===== src/rtl/core_ex_mdu_if.sv =====
// Request/response bundle between the issue logic and the multiply/divide unit.
// The issue side is the master; the MDU is the slave.
interface core_ex_mdu_if #(
    parameter int XLEN  = 32,
    parameter int TAG_W = 5
);
    logic             req_valid;
    logic             req_ready;
    logic [2:0]       req_op;
    logic [XLEN-1:0]  req_rs1;
    logic [XLEN-1:0]  req_rs2;
    logic [TAG_W-1:0] req_tag;
    logic             resp_valid;
    logic             resp_ready;
    logic [XLEN-1:0]  resp_data;
    logic [TAG_W-1:0] resp_tag;

    modport master (
        output req_valid, req_op, req_rs1, req_rs2, req_tag, resp_ready,
        input  req_ready, resp_valid, resp_data, resp_tag
    );

    modport slave (
        input  req_valid, req_op, req_rs1, req_rs2, req_tag, resp_ready,
        output req_ready, resp_valid, resp_data, resp_tag
    );
endinterface


===== src/rtl/core_ex_mdu.sv =====
// Iterative radix-2 multiply/divide unit for RV32M/RV64M.
// Operands are converted to magnitudes, iterated one bit per cycle,
// then the sign is restored in a single fixup cycle.
module core_ex_mdu #(
    parameter int XLEN  = 32,
    parameter int TAG_W = 5
) (
    input  logic          clk,
    input  logic          rst_n,
    input  logic          flush,
    output logic          busy,
    core_ex_mdu_if.slave  mdu
);
    localparam int CNT_W = $clog2(XLEN);
    localparam logic [XLEN-1:0] MIN = {1'b1, {(XLEN-1){1'b0}}};

    typedef enum logic [1:0] {IDLE, CALC, FIXUP, DONE} state_t;

    state_t           state_q, state_d;
    logic [2:0]       op_q, op_d;
    logic [TAG_W-1:0] tag_q, tag_d;
    logic             sign1_q, sign1_d;
    logic             neg_q, neg_d;
    logic [CNT_W-1:0] cnt_q, cnt_d;
    logic [XLEN:0]    acc_q, acc_d;
    logic [XLEN-1:0]  lo_q, lo_d;
    logic [XLEN-1:0]  b_q, b_d;
    logic             resp_valid_q, resp_valid_d;
    logic [XLEN-1:0]  resp_data_q, resp_data_d;
    logic [TAG_W-1:0] resp_tag_q, resp_tag_d;

    function automatic logic [XLEN-1:0] cond_neg(input logic [XLEN-1:0] v, input logic en);
        return en ? -v : v;
    endfunction

    // Request decode: operand signedness and divide fast-path detection
    logic            accept, rs1_signed, rs2_signed, s1, s2;
    logic            req_is_div, div_zero, div_ovf;
    logic [XLEN-1:0] mag1, mag2, fast_result;

    assign mdu.req_ready = (state_q == IDLE) && !flush;
    assign accept        = mdu.req_valid && mdu.req_ready;
    assign rs1_signed    = (mdu.req_op == 3'd1) || (mdu.req_op == 3'd2) ||
                           (mdu.req_op[2] && !mdu.req_op[0]);
    assign rs2_signed    = (mdu.req_op == 3'd1) || (mdu.req_op[2] && !mdu.req_op[0]);
    assign s1            = rs1_signed && mdu.req_rs1[XLEN-1];
    assign s2            = rs2_signed && mdu.req_rs2[XLEN-1];
    assign mag1          = cond_neg(mdu.req_rs1, s1);
    assign mag2          = cond_neg(mdu.req_rs2, s2);
    assign req_is_div    = mdu.req_op[2];
    assign div_zero      = (mdu.req_rs2 == '0);
    assign div_ovf       = mdu.req_op[2] && !mdu.req_op[0] &&
                           (mdu.req_rs1 == MIN) && (mdu.req_rs2 == '1);
    // Divide by zero: quotient all ones, remainder is the dividend.
    // Signed overflow: quotient is the dividend, remainder zero.
    assign fast_result   = div_zero ? (mdu.req_op[1] ? mdu.req_rs1 : '1)
                                    : (mdu.req_op[1] ? '0 : mdu.req_rs1);

    // One iteration step: shift-add for multiply, restoring subtract for divide
    logic [XLEN:0] mul_sum, rem_sh, div_rem;
    logic          div_ge;

    assign mul_sum = acc_q + (lo_q[0] ? {1'b0, b_q} : '0);
    assign rem_sh  = {acc_q[XLEN-1:0], lo_q[XLEN-1]};
    assign div_ge  = (rem_sh >= {1'b0, b_q});
    assign div_rem = div_ge ? (rem_sh - {1'b0, b_q}) : rem_sh;

    // Sign restoration and result selection for the fixup cycle
    logic [2*XLEN-1:0] prod, prod_fix;
    logic [XLEN-1:0]   quo_fix, rem_fix, fix_result;

    assign prod       = {acc_q[XLEN-1:0], lo_q};
    assign prod_fix   = neg_q ? -prod : prod;
    assign quo_fix    = cond_neg(lo_q, neg_q);
    assign rem_fix    = cond_neg(acc_q[XLEN-1:0], sign1_q);
    assign fix_result = op_q[2] ? (op_q[1] ? rem_fix : quo_fix)
                                : ((op_q == 3'd0) ? prod_fix[XLEN-1:0] : prod_fix[2*XLEN-1:XLEN]);

    // Next-state logic for the FSM, iteration registers and response registers
    always_comb begin
        state_d      = state_q;
        op_d         = op_q;
        tag_d        = tag_q;
        sign1_d      = sign1_q;
        neg_d        = neg_q;
        cnt_d        = cnt_q;
        acc_d        = acc_q;
        lo_d         = lo_q;
        b_d          = b_q;
        resp_valid_d = resp_valid_q;
        resp_data_d  = resp_data_q;
        resp_tag_d   = resp_tag_q;
        unique case (state_q)
            IDLE: begin
                if (accept) begin
                    op_d    = mdu.req_op;
                    tag_d   = mdu.req_tag;
                    sign1_d = s1;
                    neg_d   = s1 ^ s2;
                    if (req_is_div && (div_zero || div_ovf)) begin
                        state_d      = DONE;
                        resp_valid_d = 1'b1;
                        resp_data_d  = fast_result;
                        resp_tag_d   = mdu.req_tag;
                    end else begin
                        state_d = CALC;
                        cnt_d   = CNT_W'(XLEN - 1);
                        acc_d   = '0;
                        b_d     = req_is_div ? mag2 : mag1;
                        lo_d    = req_is_div ? mag1 : mag2;
                    end
                end
            end
            CALC: begin
                if (op_q[2]) begin
                    acc_d = div_rem;
                    lo_d  = {lo_q[XLEN-2:0], div_ge};
                end else begin
                    acc_d = {1'b0, mul_sum[XLEN:1]};
                    lo_d  = {mul_sum[0], lo_q[XLEN-1:1]};
                end
                if (cnt_q == '0) state_d = FIXUP;
                else             cnt_d   = cnt_q - CNT_W'(1);
            end
            FIXUP: begin
                state_d      = DONE;
                resp_valid_d = 1'b1;
                resp_data_d  = fix_result;
                resp_tag_d   = tag_q;
            end
            DONE: begin
                if (mdu.resp_ready) begin
                    state_d      = IDLE;
                    resp_valid_d = 1'b0;
                end
            end
            default: state_d = IDLE;
        endcase
        // Flush wins over everything: drop the op and any held result
        if (flush) begin
            state_d      = IDLE;
            resp_valid_d = 1'b0;
        end
    end

    // Control state and visible response registers, cleared by reset
    always_ff @(posedge clk or negedge rst_n) begin
        if (!rst_n) begin
            state_q      <= IDLE;
            cnt_q        <= '0;
            resp_valid_q <= 1'b0;
            resp_data_q  <= '0;
            resp_tag_q   <= '0;
        end else begin
            state_q      <= state_d;
            cnt_q        <= cnt_d;
            resp_valid_q <= resp_valid_d;
            resp_data_q  <= resp_data_d;
            resp_tag_q   <= resp_tag_d;
        end
    end

    // Datapath registers; always loaded before use so they need no reset
    always_ff @(posedge clk) begin
        op_q    <= op_d;
        tag_q   <= tag_d;
        sign1_q <= sign1_d;
        neg_q   <= neg_d;
        acc_q   <= acc_d;
        lo_q    <= lo_d;
        b_q     <= b_d;
    end

    assign busy           = (state_q != IDLE);
    assign mdu.resp_valid = resp_valid_q;
    assign mdu.resp_data  = resp_data_q;
    assign mdu.resp_tag   = resp_tag_q;
endmodule

===== src/flat_wrapper.sv =====
// flat-port wrapper written by rule: the top's interface ports become plain ports
module core_ex_mdu_flat 
#(
    parameter int XLEN  = 32,
    parameter int TAG_W = 5
)
  (clk, rst_n, flush, busy, mdu_req_valid, mdu_req_op, mdu_req_rs1, mdu_req_rs2, mdu_req_tag, mdu_resp_ready, mdu_req_ready, mdu_resp_valid, mdu_resp_data, mdu_resp_tag);
  core_ex_mdu_if #(.XLEN(XLEN), .TAG_W(TAG_W)) mdu_i ();
  input  logic clk;
  input  logic rst_n;
  input  logic flush;
  output logic busy;
  input wire logic [$bits(mdu_i.req_valid)-1:0] mdu_req_valid;
  input wire logic [$bits(mdu_i.req_op)-1:0] mdu_req_op;
  input wire logic [$bits(mdu_i.req_rs1)-1:0] mdu_req_rs1;
  input wire logic [$bits(mdu_i.req_rs2)-1:0] mdu_req_rs2;
  input wire logic [$bits(mdu_i.req_tag)-1:0] mdu_req_tag;
  input wire logic [$bits(mdu_i.resp_ready)-1:0] mdu_resp_ready;
  output wire logic [$bits(mdu_i.req_ready)-1:0] mdu_req_ready;
  output wire logic [$bits(mdu_i.resp_valid)-1:0] mdu_resp_valid;
  output wire logic [$bits(mdu_i.resp_data)-1:0] mdu_resp_data;
  output wire logic [$bits(mdu_i.resp_tag)-1:0] mdu_resp_tag;
  assign mdu_i.req_valid = mdu_req_valid;
  assign mdu_i.req_op = mdu_req_op;
  assign mdu_i.req_rs1 = mdu_req_rs1;
  assign mdu_i.req_rs2 = mdu_req_rs2;
  assign mdu_i.req_tag = mdu_req_tag;
  assign mdu_i.resp_ready = mdu_resp_ready;
  assign mdu_req_ready = mdu_i.req_ready;
  assign mdu_resp_valid = mdu_i.resp_valid;
  assign mdu_resp_data = mdu_i.resp_data;
  assign mdu_resp_tag = mdu_i.resp_tag;
  core_ex_mdu #(.XLEN(XLEN), .TAG_W(TAG_W)) u_core (.clk(clk), .rst_n(rst_n), .flush(flush), .busy(busy), .mdu(mdu_i));
endmodule

===== config.mk =====
export PLATFORM = sky130hd
export DESIGN_NAME = core_ex_mdu_flat
export DESIGN_NICKNAME = d
export VERILOG_FILES = /design/src/rtl/core_ex_mdu_if.sv /design/src/rtl/core_ex_mdu.sv /design/src/flat_wrapper.sv
export SDC_FILE = /design/constraint.sdc
export NUM_CORES = 1
export LEC_CHECK = 0
export ABC_AREA = 1
export ABC_CLOCK_PERIOD_IN_PS = 7640
export CORE_UTILIZATION = 46
export DETAILED_ROUTE_END_ITERATION = 8
export HOLD_SLACK_MARGIN = 0.06
export SYNTH_ARGS = -nofsm -noshare
export SYNTH_HDL_FRONTEND = slang
export SYNTH_SLANG_ARGS = --single-unit

===== constraint.sdc =====
create_clock -name clk -period 7.64 [get_ports clk]
set_input_delay 0.764 -clock clk [delete_from_list [all_inputs] [get_ports clk]]
set_output_delay 0.764 -clock clk [all_outputs]
set_load 0.1 [all_outputs]

==> impl_results.md, run 1 <==
* Status: completed
* Largest net degree at the start of global routing at around 80
* Tmin final at around 3700 ps
* Highest-count cells in the layout ignoring fill and taps: 1170 x nand2_1, 503 x inv_1, 408 x nor2_1
* Post-CTS setup buffers at 0
* DRT Pass-1 Iters at 8
* Met2 routed WL at ~40000 um
* Final Hold Viols at 0
* Routability congestion estimate at ~1.0
* Vias in the first global route at around 22k
* Worst-path fanout max at 24
* Max-cap violation count at 0
* Async SR Flop Fraction at 0.296
* Mapped Cells at 3437
* Clk_lat worst skew at about 460 ps
* YS warnings at 0
* Layout cells sized above 1 at 0.0338
* Ports at 117
* Final Skew at around 14 ps
* Mean post-synth cell area at roughly 5.6 sq um
* CP arrival at 3940 ps
* PwrDens at about 350 nW/um^2
* First DRT Iteration DRCs at 3023
* Total number of vias at between 20k and 25k
* Grt ovf at 0
* GRT Resource Usage Total at 0.406
* Commonest non-fill, non-tap cell in the layout: nand2_1
* Longest Clk Path Bufs at 2
* Final Worst Setup Slack at between 3000 and 4000 ps
* Aggregate routed wire length at about 88000 um
* Synth-to-Final Area Change at 10.7%
* Final core utilization at 0.520
* Distinct cells, synth at between 40 and 50
* Tightest Hold Check Type: in2async
* Final setup vio count at 0
* Root Buffer: clkbuf_16
* Tightest hold margin at between 400 and 500 ps
* WL/cell at roughly 22 um
* Mapped Area at around 19000 sq um
* Port bufs at ~120
* Initial Util at 0.470
* CP Launch Type: flop
* RSZ-0062 raised after global routing: no
* Met1 wire length at 32800 um
* Number of buffers inserted by hold repair at cts at 0
* Synth Flop Type: edfxtp_1
* Antenna violations before repair at 2
* Placed Cells at 3990
* Register area share after synthesis at 0.224
* Die width at approximately 210 um
* Total power at between 7 and 8 mW
* Vias per cell at just under 6
* Place WS at roughly 3600 ps
* Tcrit/Tclk final at 0.490
* Rel. slew slack at 0.123
* Top Layer Used: met5
* Die height at approximately 210 um
* Non-Filler Instances at ~4.0k
* Met3 routed WL at between 8000 and 9000 um
* Core Box Area at just over 40000 sq um
* Final Cell Area at between 20000 and 25000 sq um
* ANT nets after route at 0
* CTS tree: built
* Clk slew on worst S/H paths at roughly 70 ps
* Dpl hpwl at 70600 um
* CP Capture Type: flop
* Die footprint at approximately 43000 sq um
* Final nets at roughly 3.6k
* First-pass GRT wire length at between 100000 and 150000 um
* Total clock sinks at about 150
* VDD IR-drop max at between 0.7 and 0.8 mV
* Pins Over Slew Limit at 0
* CTS Buf Count at 17
* Site row count at 74
* Post-placement cell area at roughly 21000 sq um
* Number of synthesized flops with an enable pin at about 110
* Setup TNS at 0 ps
* Worst Max-Slew Pin Slew at approximately 1300 ps
* Htree depth at 4
* FF+latch count, synth at 152
* Achievable Freq at roughly 270 MHz
* CP Class: reg2reg
* Leakage at approximately 11 nW
* Number of diodes at 0
* Post-cts sizing count at 0
* Synth Net Count at between 3k and 4k
* WP data required at slightly below 8000 ps
* DR DRC count at 0
==> cell usage after synthesis, types with 9 or more instances <==
cell type / number / area share
a21oi_1: 168 / 0.043
a31oi_1: 17 / 0.0055
buf_1: 20 / 0.0039
buf_2: 18 / 0.0047
clkbuf_1: 71 / 0.014
dfrtp_1: 45 / 0.058
edfxtp_1: 107 / 0.17
ha_1: 75 / 0.048
inv_1: 505 / 0.098
nand2_1: 1170 / 0.23
nand2_2: 29 / 0.0094
nand3_1: 364 / 0.094
nand4_1: 58 / 0.019
nor2_1: 408 / 0.079
nor3_1: 21 / 0.0054
o211ai_1: 22 / 0.0085
o21a_1: 9 / 0.0035
o21ai_0: 163 / 0.042
o21bai_1: 11 / 0.0043
o22ai_1: 12 / 0.0039
or2_2: 9 / 0.0029
xor2_1: 64 / 0.029
==> registers in the layout, summed over array words and instances, names as in the netlist <==
name / count
u_core.neg_q: 1
u_core.state_q: 2
u_core.acc_q: 33
u_core.cnt_q: 5
u_core.sign1_q: 1
u_core.mdu.resp_tag: 5
u_core.mdu.resp_data: 32
u_core.b_q: 32
u_core.mdu.resp_valid: 1
u_core.tag_q: 5
u_core.lo_q: 32
u_core.op_q: 3
==> cell families (layout without fill, tap and decap cells) <==
logic type      Yosys count  count (layout)  share of synthesized area
compound gates          413             413                      0.115
flops                   152             152                      0.224
simple gates           2093            2093                      0.452
xor+xnor                 72              72                     0.0326
fa+ha+maj                77              77                     0.0505
mux                       2               2                    0.00103
buf+inv                 628             682                      0.125
==> final cells by class <==
type / instances / area (sq um)
clock buffers: 19 / 453
well taps: 532 / 666
inverters: 513 / 1930
repair buffers: 137 / 1330
clock inverters: 13 / 105
flip-flops and latches: 152 / 4340
fillers: 4410 / 19800
multi-input cells: 2657 / 12600
==> critical path, stage by stage, from the launching register on <==
cell	delay, ps
edfxtp_1	640
ha_1	490
nand2_1	240
inv_1	60
nand2_1	60
nand2_1	100
nand2_1	80
nand2_1	50
a21oi_1	160
nand2_1	100
nand2_2	500
nand3_1	600
o21ai_0	330
a21oi_1	70
==> metal layers <==
metal  up-vias  track usage
met5         -      0.00445
met4         4        0.310
met3       381       0.0681
met2      1407        0.657
met1     10700        0.484
li1      11000            -
==> worst paths after layout <==
| kind | start | to | slack [ps] | cells after the start |
|---|---|---|---|---|
| max | u_core.acc_q[19]$_SDFFCE_PN0P_ | u_core.acc_q[15]$_SDFFCE_PN0P_ | 3890 | 13 |
| min | rst_n | u_core.mdu.resp_data[2]$_DFFE_PN0P_ | 480 | 1 |
| max reg2reg | u_core.acc_q[19]$_SDFFCE_PN0P_ | u_core.acc_q[15]$_SDFFCE_PN0P_ | 3890 | 13 |
| min reg2reg | u_core.mdu.resp_data[0]$_DFFE_PN0P_ | u_core.mdu.resp_data[0]$_DFFE_PN0P_ | 490 | 2 |
| max in group asynchronous | rst_n | u_core.mdu.resp_data[18]$_DFFE_PN0P_ | 6530 | 1 |
| min in group clk | u_core.mdu.resp_data[0]$_DFFE_PN0P_ | u_core.mdu.resp_data[0]$_DFFE_PN0P_ | 490 | 2 |
==> report_power, final <==
| part | switching [mW] | internal [mW] | leakage, nW | total, mW |
|---|---|---|---|---|
| Combinational | 3.50 | 1.31 | 9.29 | 4.81 |
| Sequential | 0.529 | 1.26 | 1.58 | 1.79 |
| Clock | 0.415 | 0.443 | 0.285 | 0.858 |
Note: power is estimated with default switching activity, not from simulation.
==> run 2: changes to the inputs <==
--- a/config.mk
+++ b/config.mk
@@ -6,10 +6,11 @@
 export NUM_CORES = 1
 export LEC_CHECK = 0
 export ABC_AREA = 1
-export ABC_CLOCK_PERIOD_IN_PS = 7640
+export ABC_CLOCK_PERIOD_IN_PS = 3100
 export CORE_UTILIZATION = 46
 export DETAILED_ROUTE_END_ITERATION = 8
 export HOLD_SLACK_MARGIN = 0.06
+export PLACE_DENSITY = 0.67
 export SYNTH_ARGS = -nofsm -noshare
 export SYNTH_HDL_FRONTEND = slang
 export SYNTH_SLANG_ARGS = --single-unit
==> constraint.sdc (replaced) <==
create_clock -name clk -period 3.1 [get_ports clk]
set_input_delay 0.31 -clock clk [delete_from_list [all_inputs] [get_ports clk]]
set_output_delay 0.31 -clock clk [all_outputs]
set_load 0.1 [all_outputs]
==> run 2 against run 1 <==
Against the previous run:
- combinational power grew to 2.7 times the previous value
- clock power is 150% higher
- total power grew to 2.6 times the previous value
- sequential share of layout area is 0.85 points lower
- first-iteration DRC count is 19% higher
- setup slack worse by 3900 ps
- critical path depth is 2 lower
- clock skew hardly changed
- sequential cell count stayed put
- cell count is 2.5% higher
- sequential power is 120% higher
- critical path type is now in2reg
- critical endpoint is now u_core.b_q[28]$_DFFE_PP_
- largest power group unchanged
==> impl_results.md, run 2 (same netlist as run 1, synthesis figures left out) <==
* Root Buffer: clkbuf_16 (unchanged)
* Tcrit/Tclk final at 0.992
* Vias per cell at 5.80 (was 5.84)
* Longest Clk Path Bufs at 2 (unchanged)
* First DRT Iteration DRCs at 3586 (was 3023)
* VDD IR-drop max at 1.73 mV (was 0.777 mV)
* DR DRC count at 0 (unchanged)
* Final Skew at 14.4 ps (was 14.3 ps)
* Layout cells sized above 1 at 0.0738 (was 0.0338)
* PwrDens at 860 nW/um^2 (was 348 nW/um^2)
* Core Box Area at 41200 sq um (unchanged)
* Worst-path fanout max at 5 (was 24)
* Rel. slew slack at 0.302 (was 0.123)
* Highest-count cells in the layout ignoring fill and taps: 1164 x nand2_1, 498 x inv_1, 400 x nor2_1 (was 1170 x nand2_1, 503 x inv_1, 408 x nor2_1)
* Tightest Hold Check Type: in2reg (was in2async)
* Commonest non-fill, non-tap cell in the layout: nand2_1 (unchanged)
* WL/cell at 22.3 um (was 21.9 um)
* CTS Buf Count at 17 (unchanged)
* Final Cell Area at 22400 sq um (was 21400 sq um)
* Htree depth at 4 (unchanged)
* Biggest register: u_core.acc_q (unchanged)
* Die height at 207 um (unchanged)
* RSZ-0062 raised after global routing: no (unchanged)
* Antenna violations before repair at 1 (was 2)
* Worst Max-Slew Pin Slew at 1050 ps (was 1310 ps)
* Routability congestion estimate at 1.07 (was 1.01)
* ANT nets after route at 0 (unchanged)
* Initial Util at 0.470 (unchanged)
* Ports at 117 (unchanged)
* CP Class: in2reg (was reg2reg)
* Placed Cells at 4085 (was 3990)
* Die footprint at 42900 sq um (unchanged)
* Setup TNS at 0 ps (unchanged)
* Max reg flops at 33 (unchanged)
* CP arrival at 3230 ps (was 3940 ps)
* Total clock sinks at 152 (unchanged)
* Final core utilization at 0.543 (was 0.520)
* Achievable Freq at between 300 and 400 MHz
* Grt ovf at 0 (unchanged)
* Pins Over Slew Limit at 0 (unchanged)
* CP Capture Type: flop (unchanged)
* Non-Filler Instances at 4123 (was 4023)
* Leakage at 11.7 nW (was 11.2 nW)
* WP data required at 3250 ps (was 7830 ps)
* CTS tree: built (unchanged)
* Number of diodes at 0 (unchanged)
* Dpl hpwl at 73700 um (was 70600 um)
* DRT Pass-1 Iters at 6 (was 8)
* Final nets at 3732 (was 3632)
* Total number of vias at 23.9k (was 23.5k)
* Final setup vio count at 0 (unchanged)
* Total power at 19.3 mW (was 7.46 mW)
* GRT Resource Usage Total at 0.421 (was 0.406)
* Synth-to-Final Area Change at 15.6% (was 10.7%)
* Vias in the first global route at 22.7k (was 22.2k)
* First-pass GRT wire length at 136000 um (was 131000 um)
* Port bufs at 116 (unchanged)
* Aggregate routed wire length at 91800 um (was 88200 um)
* Largest net degree at the start of global routing at 126 (was 82)
* Max-cap violation count at 0 (unchanged)
* Clk slew on worst S/H paths at 70 ps (about the same)
* Die width at 207 um (unchanged)
* Site row count at 74 (unchanged)
* Final Hold Viols at 0 (unchanged)
* Tmin final at between 3000 and 4000 ps
* Clk_lat worst skew at 460 ps (about the same)
* Post-placement cell area at 21700 sq um (was 20900 sq um)
* CP Launch Type: input port (was flop)
* Status: completed (unchanged)
## run 2: critical path, cell delays in order
cell             delay (ps)
clkdlybuf4s50_1         550
inv_1                   280
ha_1                    220
nand3_1                 150
nor2_1                  220
nand3_1                 180
o21ai_1                 350
nand3_1                 140
nand2_1                 160
nor2_1                   50
a31oi_1                 600
## run 2: area by class of cell
| type | count | area (sq um) |
|---|---|---|
| tap | 532 | 666 |
| multi-input combinational | 2657 | 12700 |
| inverter | 513 | 1940 |
| fill | 4219 | 18800 |
| clock inverter | 12 | 105 |
| sequential | 152 | 4340 |
| timing repair buffer | 237 | 2130 |
| clock buffer | 20 | 479 |
## run 2: per-layer routing
layer,GRT usage,wire length [um],up-vias
met2,0.679,40900,1505
li1,-,-,11300
met5,0,13,-
met1,0.502,34100,10800
met4,0.293,7290,2
met3,0.0907,9450,353
## run 2: report_power, final
| part | leakage (nW) | internal (mW) | switching, mW |
|---|---|---|---|
| logic | 9.82 | 3.75 | 9.42 |
| clock network | 0.290 | 1.14 | 0.970 |
| registers | 1.58 | 3.09 | 0.876 |
## run 2: what timing repair did
item,in CTS,in global routing
setup endpoints to repair,0,25
endpoints found under the hold margin,45,0
gates resized for setup,0,28
setup buffers,0,5
hold buffers,1,0
## run 2: through the flow
stage          setup slack, ps  hold WS (ps)
2_1_floorplan             -127          14.4
3_3_place_gp              -234           473
3_5_place_dp              -255           476
6_report                  23.7           176
5_1_grt                   14.3           165
4_1_cts                   22.5           152
## run 2: path summary, 6_finish.rpt
kind	startpoint	to	slack (ps)	cells past startpoint
worst max-delay path	mdu_req_rs1[0]	u_core.b_q[28]$_DFFE_PP_	20	11
worst min-delay path	mdu_req_op[2]	u_core.op_q[2]$_DFFE_PP_	180	1
worst max register to register	u_core.lo_q[0]$_DFFE_PP_	u_core.acc_q[26]$_SDFFCE_PN0P_	130	16
worst min register to register	u_core.mdu.resp_data[26]$_DFFE_PN0P_	u_core.mdu.resp_data[26]$_DFFE_PN0P_	500	2
max in group asynchronous	rst_n	u_core.mdu.resp_data[31]$_DFFE_PN0P_	1850	2
min in group asynchronous	rst_n	u_core.mdu.resp_tag[4]$_DFFE_PN0P_	590	2
